==> src/rtl/mem_access_unit.sv <==
// Memory-stage load/store unit: classifies each access as RAM, MMIO or fault, drives RAM traffic to a
// line-wide dcache port, and queues MMIO byte writes in an in-order FIFO that drains to handshake channels.
module mem_access_unit #(
  parameter int unsigned LINE_BYTES = 16,
  parameter logic [31:0] RAM_BASE   = 32'h8000_0000,
  parameter logic [31:0] RAM_SIZE   = 32'h0004_0000,
  parameter logic [31:0] MMIO_BASE  = 32'he000_0000,
  parameter int unsigned NUM_CH     = 2,
  parameter int unsigned FIFO_DEPTH = 4
) (
  input  logic                    clk,
  input  logic                    rst,
  input  logic                    op_valid,
  input  logic                    op_load,
  input  logic                    op_store,
  input  logic [2:0]              op_funct3,
  input  logic [31:0]             op_addr,
  input  logic [31:0]             op_wdata,
  input  logic                    flush,
  output logic                    stall_req,
  output logic                    dc_valid,
  input  logic                    dc_ready,
  output logic                    dc_we,
  output logic [31:0]             dc_addr,
  output logic [LINE_BYTES-1:0]   dc_wmask,
  output logic [8*LINE_BYTES-1:0] dc_wdata,
  input  logic [8*LINE_BYTES-1:0] dc_rdata,
  output logic [NUM_CH-1:0]       mmio_valid,
  input  logic [NUM_CH-1:0]       mmio_ready,
  output logic [7:0]              mmio_data,
  output logic                    res_valid,
  output logic [31:0]             res_data,
  output logic                    fault,
  output logic [31:0]             fault_addr
);

  localparam int unsigned OFF_W  = $clog2(LINE_BYTES);
  localparam int unsigned LINE_W = 8 * LINE_BYTES;
  localparam int unsigned CH_W   = (NUM_CH > 1) ? $clog2(NUM_CH) : 1;
  localparam int unsigned PTR_W  = $clog2(FIFO_DEPTH);
  localparam int unsigned CNT_W  = PTR_W + 1;

  logic [31:0]       ram_off, mmio_off;
  logic              is_ram, is_mmio, is_access, f3_ok, misalign, fault_now;
  logic              ram_op, mmio_st, mmio_ld, push, pop, full, empty, ld_accept;
  logic [CH_W-1:0]   ch_sel, head_ch;
  logic [OFF_W-1:0]  off;
  logic [LINE_BYTES-1:0] wmask_base;
  logic [LINE_W-1:0] wdata_base;

  logic [CH_W+7:0]   fifo_mem [FIFO_DEPTH];
  logic [CH_W+7:0]   head;
  logic [PTR_W-1:0]  wr_ptr_reg, rd_ptr_reg;
  logic [CNT_W-1:0]  count_reg;

  logic              ld_pend_reg, mmio_rd_reg, mmio_stat_reg, fault_reg;
  logic [OFF_W-1:0]  ld_off_reg;
  logic [2:0]        ld_f3_reg;
  logic [31:0]       fault_addr_reg;
  logic [3:0][7:0]   ld_bytes;
  logic [31:0]       ld_word;

  // Address classification; RAM wins if the two windows were ever configured to overlap
  assign ram_off   = op_addr - RAM_BASE;
  assign mmio_off  = op_addr - MMIO_BASE;
  assign is_ram    = (op_addr >= RAM_BASE) && (ram_off < RAM_SIZE);
  assign is_mmio   = !is_ram && (op_addr[1:0] == 2'b00) && ((mmio_off >> 2) < NUM_CH);
  assign ch_sel    = mmio_off[CH_W+1:2];
  assign off       = op_addr[OFF_W-1:0];
  assign is_access = op_valid && (op_load || op_store);

  always_comb begin
    f3_ok = 1'b0;
    if (op_store) f3_ok = (op_funct3 == 3'b000) || (op_funct3 == 3'b001) || (op_funct3 == 3'b010);
    else          f3_ok = (op_funct3 == 3'b000) || (op_funct3 == 3'b001) || (op_funct3 == 3'b010) ||
                          (op_funct3 == 3'b100) || (op_funct3 == 3'b101);
  end

  assign misalign  = ((op_funct3[1:0] == 2'b01) && op_addr[0]) ||
                     ((op_funct3[1:0] == 2'b10) && (op_addr[1:0] != 2'b00));
  assign fault_now = is_access && (!f3_ok || misalign || !(is_ram || is_mmio));
  assign ram_op    = is_access && is_ram && !fault_now;
  assign mmio_st   = is_access && op_store && is_mmio && !fault_now;
  assign mmio_ld   = is_access && op_load && is_mmio && !fault_now;

  assign empty = (count_reg == '0);
  assign full  = (count_reg == CNT_W'(FIFO_DEPTH));
  assign pop   = |(mmio_valid & mmio_ready);
  // A pop in the same cycle frees the slot, so a full FIFO still takes the store
  assign push  = mmio_st && (!full || pop);

  assign stall_req = (dc_valid && !dc_ready) || (mmio_st && full && !pop);

  assign dc_valid  = ram_op;
  assign dc_we     = ram_op && op_store;
  assign dc_addr   = ram_op ? op_addr : '0;
  assign ld_accept = dc_valid && dc_ready && !dc_we;

  always_comb begin
    wmask_base = '0;
    wdata_base = '0;
    if (dc_we) begin
      case (op_funct3[1:0])
        2'b00:   wmask_base[3:0] = 4'h1;
        2'b01:   wmask_base[3:0] = 4'h3;
        default: wmask_base[3:0] = 4'hF;
      endcase
      wdata_base[31:0] = op_wdata;
    end
    dc_wmask = wmask_base << off;
    dc_wdata = wdata_base << {off, 3'b000};
  end

  assign head      = fifo_mem[rd_ptr_reg];
  assign head_ch   = head[CH_W+7:8];
  assign mmio_data = empty ? 8'h00 : head[7:0];

  for (genvar gi = 0; gi < NUM_CH; gi++) begin : g_chan
    assign mmio_valid[gi] = !empty && (head_ch == CH_W'(gi));
  end

  always_ff @(posedge clk) begin
    if (push) fifo_mem[wr_ptr_reg] <= {ch_sel, op_wdata[7:0]};
  end

  always_ff @(posedge clk or posedge rst) begin
    if (rst) begin
      wr_ptr_reg     <= '0;
      rd_ptr_reg     <= '0;
      count_reg      <= '0;
      ld_pend_reg    <= 1'b0;
      ld_off_reg     <= '0;
      ld_f3_reg      <= '0;
      mmio_rd_reg    <= 1'b0;
      mmio_stat_reg  <= 1'b0;
      fault_reg      <= 1'b0;
      fault_addr_reg <= '0;
    end else begin
      if (push) wr_ptr_reg <= wr_ptr_reg + 1'b1;
      if (pop)  rd_ptr_reg <= rd_ptr_reg + 1'b1;
      case ({push, pop})
        2'b10:   count_reg <= count_reg + 1'b1;
        2'b01:   count_reg <= count_reg - 1'b1;
        default: count_reg <= count_reg;
      endcase
      ld_pend_reg <= !flush && ld_accept;
      if (ld_accept) begin
        ld_off_reg <= off;
        ld_f3_reg  <= op_funct3;
      end
      mmio_rd_reg   <= !flush && mmio_ld;
      mmio_stat_reg <= !full;
      fault_reg     <= !flush && fault_now;
      if (fault_now) fault_addr_reg <= op_addr;
    end
  end

  // Aligned accesses never cross the line, so byte lanes simply wrap within it
  for (genvar gi = 0; gi < 4; gi++) begin : g_lane
    assign ld_bytes[gi] = dc_rdata[{ld_off_reg + OFF_W'(gi), 3'b000} +: 8];
  end
  assign ld_word = ld_bytes;

  always_comb begin
    res_data = '0;
    if (ld_pend_reg) begin
      case (ld_f3_reg)
        3'b000:  res_data = {{24{ld_word[7]}}, ld_word[7:0]};
        3'b001:  res_data = {{16{ld_word[15]}}, ld_word[15:0]};
        3'b100:  res_data = {24'b0, ld_word[7:0]};
        3'b101:  res_data = {16'b0, ld_word[15:0]};
        default: res_data = ld_word;
      endcase
    end else if (mmio_rd_reg) begin
      res_data = {31'b0, mmio_stat_reg};
    end
  end

  assign res_valid  = ld_pend_reg || mmio_rd_reg;
  assign fault      = fault_reg;
  assign fault_addr = fault_addr_reg;

endmodule

==> config.mk <==
export PLATFORM = sky130hd
export DESIGN_NAME = mem_access_unit
export DESIGN_NICKNAME = d
export VERILOG_FILES = /design/src/rtl/mem_access_unit.sv
export SDC_FILE = /design/constraint.sdc
export NUM_CORES = 1
export LEC_CHECK = 0
export CAP_MARGIN = 40
export CELL_PAD_IN_SITES_DETAIL_PLACEMENT = 0
export CELL_PAD_IN_SITES_GLOBAL_PLACEMENT = 1
export CORE_AREA = 2 2 178 180
export CTS_BUF_LIST = sky130_fd_sc_hd__clkbuf_4
export DETAILED_ROUTE_END_ITERATION = 6
export DIE_AREA = 0 0 180 182
export PLACE_DENSITY_LB_ADDON = 0.15
export SYNTH_ARGS = -nofsm -noshare
export SYNTH_HDL_FRONTEND = slang
export SYNTH_SLANG_ARGS = --single-unit
==> constraint.sdc <==
create_clock -name clk -period 9.4 [get_ports clk]
set_input_delay 1.88 -clock clk [delete_from_list [all_inputs] [get_ports clk]]
set_output_delay 1.88 -clock clk [all_outputs]
set_load 0.1 [all_outputs]
== After elaboration in Yosys (flattened, before gate mapping) ==
Memory sizes are Yosys's and may differ from the RTL's.
Index checks and enable logic that the tools add are counted.
Word-level totals
  bits in registers: 50
  bits in writable memories: 36
  output and inout port bits: 255
  memories kept: 1
Operators by class
  $add $sub $neg: 9
  magnitude comparators: 3
  eq/ne operators: 12
  shift-type cells: 6
  muxes and demuxes: 12
  bitwise operators: 2
  reduce and logical (&&, ||, !) cells: 57
Memory list
  fifo_mem: words 4, width 9, read ports 1, clocked after Yosys merged registers in 0, wr ports 1, RTL line 51  | logic [CH_W+7:0] fifo_mem [FIFO_DEPTH];
Operator list (number)
  $shiftx 128x8->8: 4
  $pmux 32 s4: 1
  $shl 32x7->128: 1
  $mux 32: 3
  $sub 32x32->32 const B: 2
  $ge 32x32->1 const B: 1
  $lt 32x19->1 const B: 1
  $lt 30x2->1 const B: 1
  $logic_and 1x1->1: 27
  $shl 4x4->16: 1
  $eq 3x3->1 const B: 5
  $logic_or 1x1->1: 12
  $logic_not 1->1: 10
  $logic_not 3->1: 3
  $add 4x2->4 const B: 2
  $mux 8: 1
  $pmux 4 s2: 1
  $eq 3x1->1 const B: 2
  $pmux 3 s2: 1
  $add 2x1->2 const B: 2
  $add 4x1->4 const B: 1
  $eq 2x1->1 const B: 2
  $eq 2x2->1 const B: 2
  $logic_not 2->1: 2
  9 further kinds: 13

== Logic depth before layout (Yosys ltp) ==
Gate-level depths: netlist of the first run.
  depth after elaboration: 16
  depth in mapped cells: 13
  mapped depth without buffers: 12

== Worst setup path before layout of the first run ==
OpenSTA, ideal clock, no wires.
  kind: input to output
  start: input op_addr[28]
  end: output dc_wdata[0]
  arrival time: 5.261 ns
  required time: 7.520 ns
  slack: 2.259 ns
  cell stages on the path: 5
  cells stage by stage: or4b_1 nor2_1 nand4_1 nor2_1 and2_1
On the way
  word-level cells in the longest chain between the ends: 15
  elaborated cells between the ends (all ways): 19
  those cells by class: add/sub (2); order compare (3); shift (1); mux (1); reduce/logical (12)
Ends and longest elaborated chain
  from (decl): RTL line 17  | input logic [31:0] op_addr,
  $sub 32x32->32: RTL line 64  | assign ram_off = op_addr - RAM_BASE;
  $lt 32x19->1: RTL line 66  | assign is_ram = (op_addr >= RAM_BASE) && (ram_off < RAM_SIZE);
  $logic_and 1x1->1: RTL line 66
  $logic_not 1->1: RTL line 67  | assign is_mmio = !is_ram && (op_addr[1:0] == 2'b00) && ((mmio_off >> 2) < NUM_CH);
  $logic_and 1x1->1 (2 in a row): RTL line 67
  $logic_or 1x1->1: RTL line 81  | assign fault_now = is_access && (!f3_ok || misalign || !(is_ram || is_mmio));
  $logic_not 1->1: RTL line 81
  $logic_or 1x1->1: RTL line 81
  $logic_and 1x1->1: RTL line 81
  $logic_not 1->1: RTL line 82  | assign ram_op = is_access && is_ram && !fault_now;
  $logic_and 1x1->1 (*): RTL line 82
  $logic_and 1x1->1 (*): RTL line 95  | assign dc_we = ram_op && op_store;
  $mux 32 (*): RTL line 102  | if (dc_we) begin
  $shl 32x7->128 (*): RTL line 111  | dc_wdata = wdata_base << {off, 3'b000};
  to (decl): RTL line 26  | output logic [8*LINE_BYTES-1:0] dc_wdata,
Mark *: on every way between the ends. The rest lies on a longest branch, timed or not.

== Final worst setup path of the first run ==
  start: input op_addr[1]
  end: output dc_wdata[65]
On the way
  word-level cells in the longest chain between the ends: 15
  elaborated cells between the ends (all ways): 24
  those cells by class: add/sub (2); order compare (3); shift (1); mux (1); reduce/logical (17)
Ends and longest elaborated chain (RTL line)
  $sub 32x32->32: 64
  $lt 32x19->1: 66
  $logic_and 1x1->1: 66
  $logic_not 1->1: 67
  $logic_and 1x1->1 (2 in a row): 67
  $logic_or 1x1->1: 81
  $logic_not 1->1: 81
  $logic_or 1x1->1: 81
  $logic_and 1x1->1: 81
  $logic_not 1->1: 82
  $logic_and 1x1->1: 82
  $logic_and 1x1->1: 95
  $mux 32: 102
  $shl 32x7->128 (*): 111
Marked as above.

==> results of run 1 <==
layer usage:
| metal | global-route usage | vias to the layer above |
|---|---|---|
| met5 | 0 | - |
| met4 | 0.0953 | 0 |
| met3 | 0.0584 | 77 |
| met2 | 0.462 | 544 |
| met1 | 0.330 | 5237 |
| li1 | - | 4564 |
critical path: cells and delay by family:
| kind | cells | cell delay, ps |
|---|---|---|
| buffers and inverters | 3 | 1540 |
| AND/OR/NAND/NOR | 3 | 1590 |
| AO/OA/AOI/OAI | 2 | 440 |
worst paths after layout:
check	startpoint	end	slack, ps	depth (start not counted)
max in group asynchronous	rst	ld_off_reg[0]	7000	3
min in group asynchronous	rst	fault_addr[9]	1880	3
worst max register to register	rd_ptr_reg[0]	fifo_mem[1][2]	5800	5
worst min-delay path	fault_addr[9]	fault_addr[9]	500	1
worst max-delay path	op_addr[1]	dc_wdata[65]	2060	8
worst min register to register	fault_addr[9]	fault_addr[9]	500	1
area by class of cell:
| type | instances | area, sq um |
|---|---|---|
| Timing Repair Buffer | 652 | 8280 |
| Inverter | 17 | 63.8 |
| Multi-Input combinational cell | 690 | 7230 |
| Clock buffer | 10 | 75.1 |
| Antenna cell | 12 | 30.0 |
| Sequential cell | 86 | 2340 |
| Tap cell | 402 | 503 |
| Clock inverter | 6 | 119 |
| Fill cell | 2363 | 12300 |
cells in the mapped netlist, types with 6 or more instances:
cell         n
o2bb2ai_1    8
ha_1        11
clkbuf_1    41
inv_1       16
mux4_2     158
a22oi_1     24
a2bb2oi_1    8
buf_2       24
nand2_1     24
mux2_2      58
buf_4       18
dfrtp_1     50
and2_1      33
o211ai_1     8
nor2_1     142
buf_1        7
a31oi_1      8
nor2b_1     36
a22o_1       8
a21oi_2     11
nor3_1       7
edfxtp_1    36
mux2i_1     29
o21ai_0     19
nor4_1       6
a21oi_1     14
logic make-up (layout without fill, tap and decap cells):
logic type               after synthesis  count (layout)  share of synthesized area
XOR/XNOR                              12              12                     0.0138
other                                  1              25                   0.000374
flip-flops                            86              86                      0.233
AO/OA/AOI/OAI                        119             119                     0.0881
buffers and inverters                110             685                     0.0535
adder cells (fa/ha/maj)               12              12                     0.0157
AND/OR/NAND/NOR                      283             283                      0.137
multiplexers                         251             251                      0.459
through the flow:
step | utilization | worst slack (ps)
after floorplan | - | 2260
after global placement | 0.469 | 1750
after detailed placement | 0.594 | 2100
after CTS | 0.600 | 2080
after global routing | 0.601 | 1800
final | 0.601 | 2060
power by group:
part | leakage [nW] | total [mW] | switching (mW) | internal (mW)
Sequential | 0.926 | 0.464 | 0.0408 | 0.423
Combinational | 5.89 | 1.06 | 0.606 | 0.459
Clock | 0.103 | 0.283 | 0.143 | 0.140
==> flow_summary.toml, run 1 <==
[timing]
period_share = 0.781
hold_viol_final = 0
drv_slew = 0
worst_slew_pin_slew_ps = 934
slew_headroom = 0.370
fmax_ghz = 0.136
rsz0062_at_grt = "no"
finalSetupViolCount = 0
finalSetupTns_ps = 0
skew_ps = 26.3
fin_hold_ws_ps = 502
min_period_ps = 7340

[placed_design]
dp_cells = 1846
port_buffers = 445
place_area_sq_mm = 0.0184
finalWeightedCongestion = 0.885
hpwl_microns = 34900

[floorplanning]
io_pins = 459
die_w_microns = 180
core_sq_mm = 0.0310
start_util = 0.324
rows = 65
die_area_sq_mm = 0.0328
die_h_microns = 182

[cts]
numCtsBuffers = 9
cts_max_level = 3
cts.sinks = 86
cts_buffer_depth = 2
insertion_delay_ps = 480
clkSlewWorstSetupHoldPaths_ps = 150
post_cts_buffers = 0
cts_tree = "done"
cts-root-buf = "clkbuf_4"
cts-resized-gates = 0
hold_buffers = 0

[critical_path]
crit_type = "in2out"
worstPathCellList = "clkdlybuf4s50_1 > or3_1 > a21oi_2 > nand3_2 > nor3_2 > o2bb2ai_1 > clkdlybuf4s50_1 > buf_16"
crit_required_ps = 7520
crit_arrival_ps = 5460
critPathLaunchType = "input pin"
cpMaxStageDelayCell = "clkdlybuf4s50_1"
critical-path-max-stage-delay_ps = 740
crit_top_cell = "clkdlybuf4s50_1"
crit_path_end_kind = "output pin"
cp_max_fo = 18

[worst_hold_path]
min_path_type = "reg2reg"

[pwr]
power_density_mw_per_mm2 = 97.2
power.total_mw = 1.81
ir_worst_vdd_mv = 0.119
power.leakage_nw = 6.91

[global_route]
grt_use_total = 0.268
antenna_found_initial = 10
grt_max_degree = 56
grt_pass1_wl_microns = 67900
grt_pass1_vias = 11017
overflow = 0

[drt]
drt-initial-drc-count = 681
met3_length_microns = 3150
drcViolationCount = 0
met1_length_microns = 17400
firstDrtPassIters = 5
wl_per_cell_microns = 23.6
highest_layer = "met4"
vias = 10422
drt-total-wl_microns = 44200
routed-wl-met2_microns = 22200
avgViaCountPerCell = 5.56
ant_nets = 0

[synthesis]
ys_ff_latch = 86
seq_area_frac_synth = 0.233
synthArstFlopShare = 0.581
synth_warnings = 0
yosys-top-cells-area = "mux4_2, dfrtp_1, edfxtp_1"
yosysTopAreaCell = "mux4_2"
synthDistinctLibCells = 65
synth-edff-count = 36
postSynthAreaPerCell_sq_um = 11.5
yosysTopAreaCellShare = 0.355
postSynthCellCount = 874
netlist_area_sq_mm = 0.0100
synth_ff_type = "dfrtp_1"

[finish]
final_nets = 1672
layout_common_cells = "clkdlybuf4s50_1, mux4_2, nor2_1"
instances_no_fill = 1875
postLayoutCellArea_sq_mm = 0.0186
drive_gt1_frac = 0.363
areaGrowthSynthToFinish_pct = 85.8
largest_register_ffs = 36
final_common_cell = "clkdlybuf4s50_1"

[flow_run]
cap_violations = 0

[run_status]
status = "finished clean"
Note: power is estimated with default switching activity, not from simulation.
==> run 2, diff against run 1 <==
CORE_AREA = default   (was 2 2 178 180)
CORE_MARGIN = 2   (was default)
CORE_UTILIZATION = 30   (was default)
DIE_AREA = default   (was 0 0 180 182)
clock period = 6.6 ns   (was 9.4 ns; I/O delays follow)
==> run 2 against run 1 <==
Effect of this change: clock skew fell by 7.8 ps; global-route usage shrank 1.8 points; design area shrank 5.4%; clock power is 20% higher; register-to-register slack worse by 2800 ps; routed wire length is 0.29% lower; first-iteration DRC count rose by 2.9%; total power is 42% higher.
==> flow_summary.toml, run 2 (synthesis results as in run 1) <==
[run_status]
status = "finished clean"

[timing]
hold_viol_final = 0
finalSetupTns_ps = 0
skew_ps = 18.5
fin_hold_ws_ps = 507
period_share = 0.862
slew_headroom = 0.404
fmax_ghz = 0.176
finalSetupViolCount = 0
worst_slew_pin_slew_ps = 892
rsz0062_at_grt = "no"
drv_slew = 0
min_period_ps = 5690

[placed_design]
finalWeightedCongestion = 0.820
port_buffers = 445
hpwl_microns = 35300

[drt]
met3_length_microns = 2930
firstDrtPassIters = 5
vias = 9697
met1_length_microns = 17800
drcViolationCount = 0
highest_layer = "met4"
ant_nets = 0
avgViaCountPerCell = 5.47
drt-initial-drc-count = 701
wl_per_cell_microns = 24.9
routed-wl-met2_microns = 22700
drt-total-wl_microns = 44000

[pwr]
power_density_mw_per_mm2 = 146
seqPwrFrac = 0.257
ir_worst_vdd_mv = 0.212
p_sw_mw = 1.15
netSwitchingFraction = 0.447
power.internal_mw = 1.42
clkPwrFrac = 0.133
combPwrFrac = 0.610
power.leakage_nw = 6.40

[cts]
cts_max_level = 3
cts_buffer_depth = 2
cts-root-buf = "clkbuf_4"
hold_buffers = 0
insertion_delay_ps = 450
cts-resized-gates = 0
clkSlewWorstSetupHoldPaths_ps = 160
numCtsBuffers = 9
post_cts_buffers = 0
cts.sinks = 86
cts_tree = "done"

[finish]
final_nets = 1537
largest_register_ffs = 36
areaGrowthSynthToFinish_pct = 75.7
drive_gt1_frac = 0.397
final_common_cell = "clkdlybuf4s50_1"
layout_common_cells = "clkdlybuf4s50_1, mux4_2, buf_12"
postLayoutCoreUtil = 0.539

[global_route]
overflow = 0
grt_use_total = 0.249
grt_max_degree = 97
grt_pass1_wl_microns = 66300
grt_pass1_vias = 10138
antenna_found_initial = 4

[worst_hold_path]
min_path_type = "reg2reg"

[floorplanning]
die_area_sq_mm = 0.0349
start_util = 0.307
die_h_microns = 187
core_sq_mm = 0.0327
io_pins = 459
rows = 66
die_w_microns = 187

[critical_path]
crit_path_end_kind = "output pin"
critPathLaunchType = "input pin"
crit_type = "in2out"
cp_max_fo = 18
crit_required_ps = 5280
crit_arrival_ps = 4370

[flow_run]
cap_violations = 0
[run 2: cell count changes in the layout (fill, tap and decap cells not counted), sizes merged, moves of 2 or more]
cell,before,now
buf,267,263
inv,18,20
diode,12,4
clkdlybuf4s50,385,254
clkinvlp,0,2
bufinv,3,1
[run 2: per-layer routing]
metal,vias to the layer above,GRT usage
met4,0,0.0491
li1,4291,-
met1,4941,0.319
met5,-,0
met2,436,0.437
met3,29,0.0507
[run 2: critical path: stages]
cell             delay [ps]
clkdlybuf4s50_1         460
nor4_1                  500
and3_1                  400
nand3_2                 400
nor3_2                  820
o2bb2ai_1               250
buf_12                  220
[run 2: path summary, 6_finish.rpt]
path,startpoint,to,slack (ps),depth (start not counted)
worst max register to register,rd_ptr_reg[0],count_reg[2],2990,10
worst min-delay path,fault_addr[9],fault_addr[9],510,1
min in group asynchronous,rst,fault_addr[19],1330,3
worst max-delay path,op_addr[19],dc_wdata[65],910,7
worst min register to register,fault_addr[9],fault_addr[9],510,1
max in group asynchronous,rst,ld_off_reg[1],4720,3
[run 2: area by class of cell]
cell class / count / area [sq um]
fillers: 2786 / 15100
repair buffers: 517 / 7280
multi-input cells: 690 / 7230
flip-flops and latches: 86 / 2340
well taps: 442 / 553
clock inverters: 7 / 80.1
clock buffers: 9 / 67.6
inverters: 17 / 63.8
diodes: 4 / 10.0
[run 2: power groups by stage]
stage | sequential (mW) | combinational, mW | clock [mW]
2_1_floorplan | 0.831 | 0.683 | 0
3_5_place_dp | 0.673 | 1.56 | 0
6_report | 0.660 | 1.57 | 0.340
5_1_grt | 0.669 | 1.63 | 0.376
4_1_cts | 0.662 | 1.57 | 0.352
3_3_place_gp | 0.672 | 1.23 | 0
[run 2: stage by stage]
stage               cell area (sq um)  power [mW]  cells  worst slack [ps]
finish                          17600        2.57   1772               908
global route                    17600        2.68   1772               693
CTS                             17600        2.59   1768               919
detailed placement              17500        2.24   1752               926
global placement                16200        1.90   1693               667
floorplan                       10100        1.51    886               520
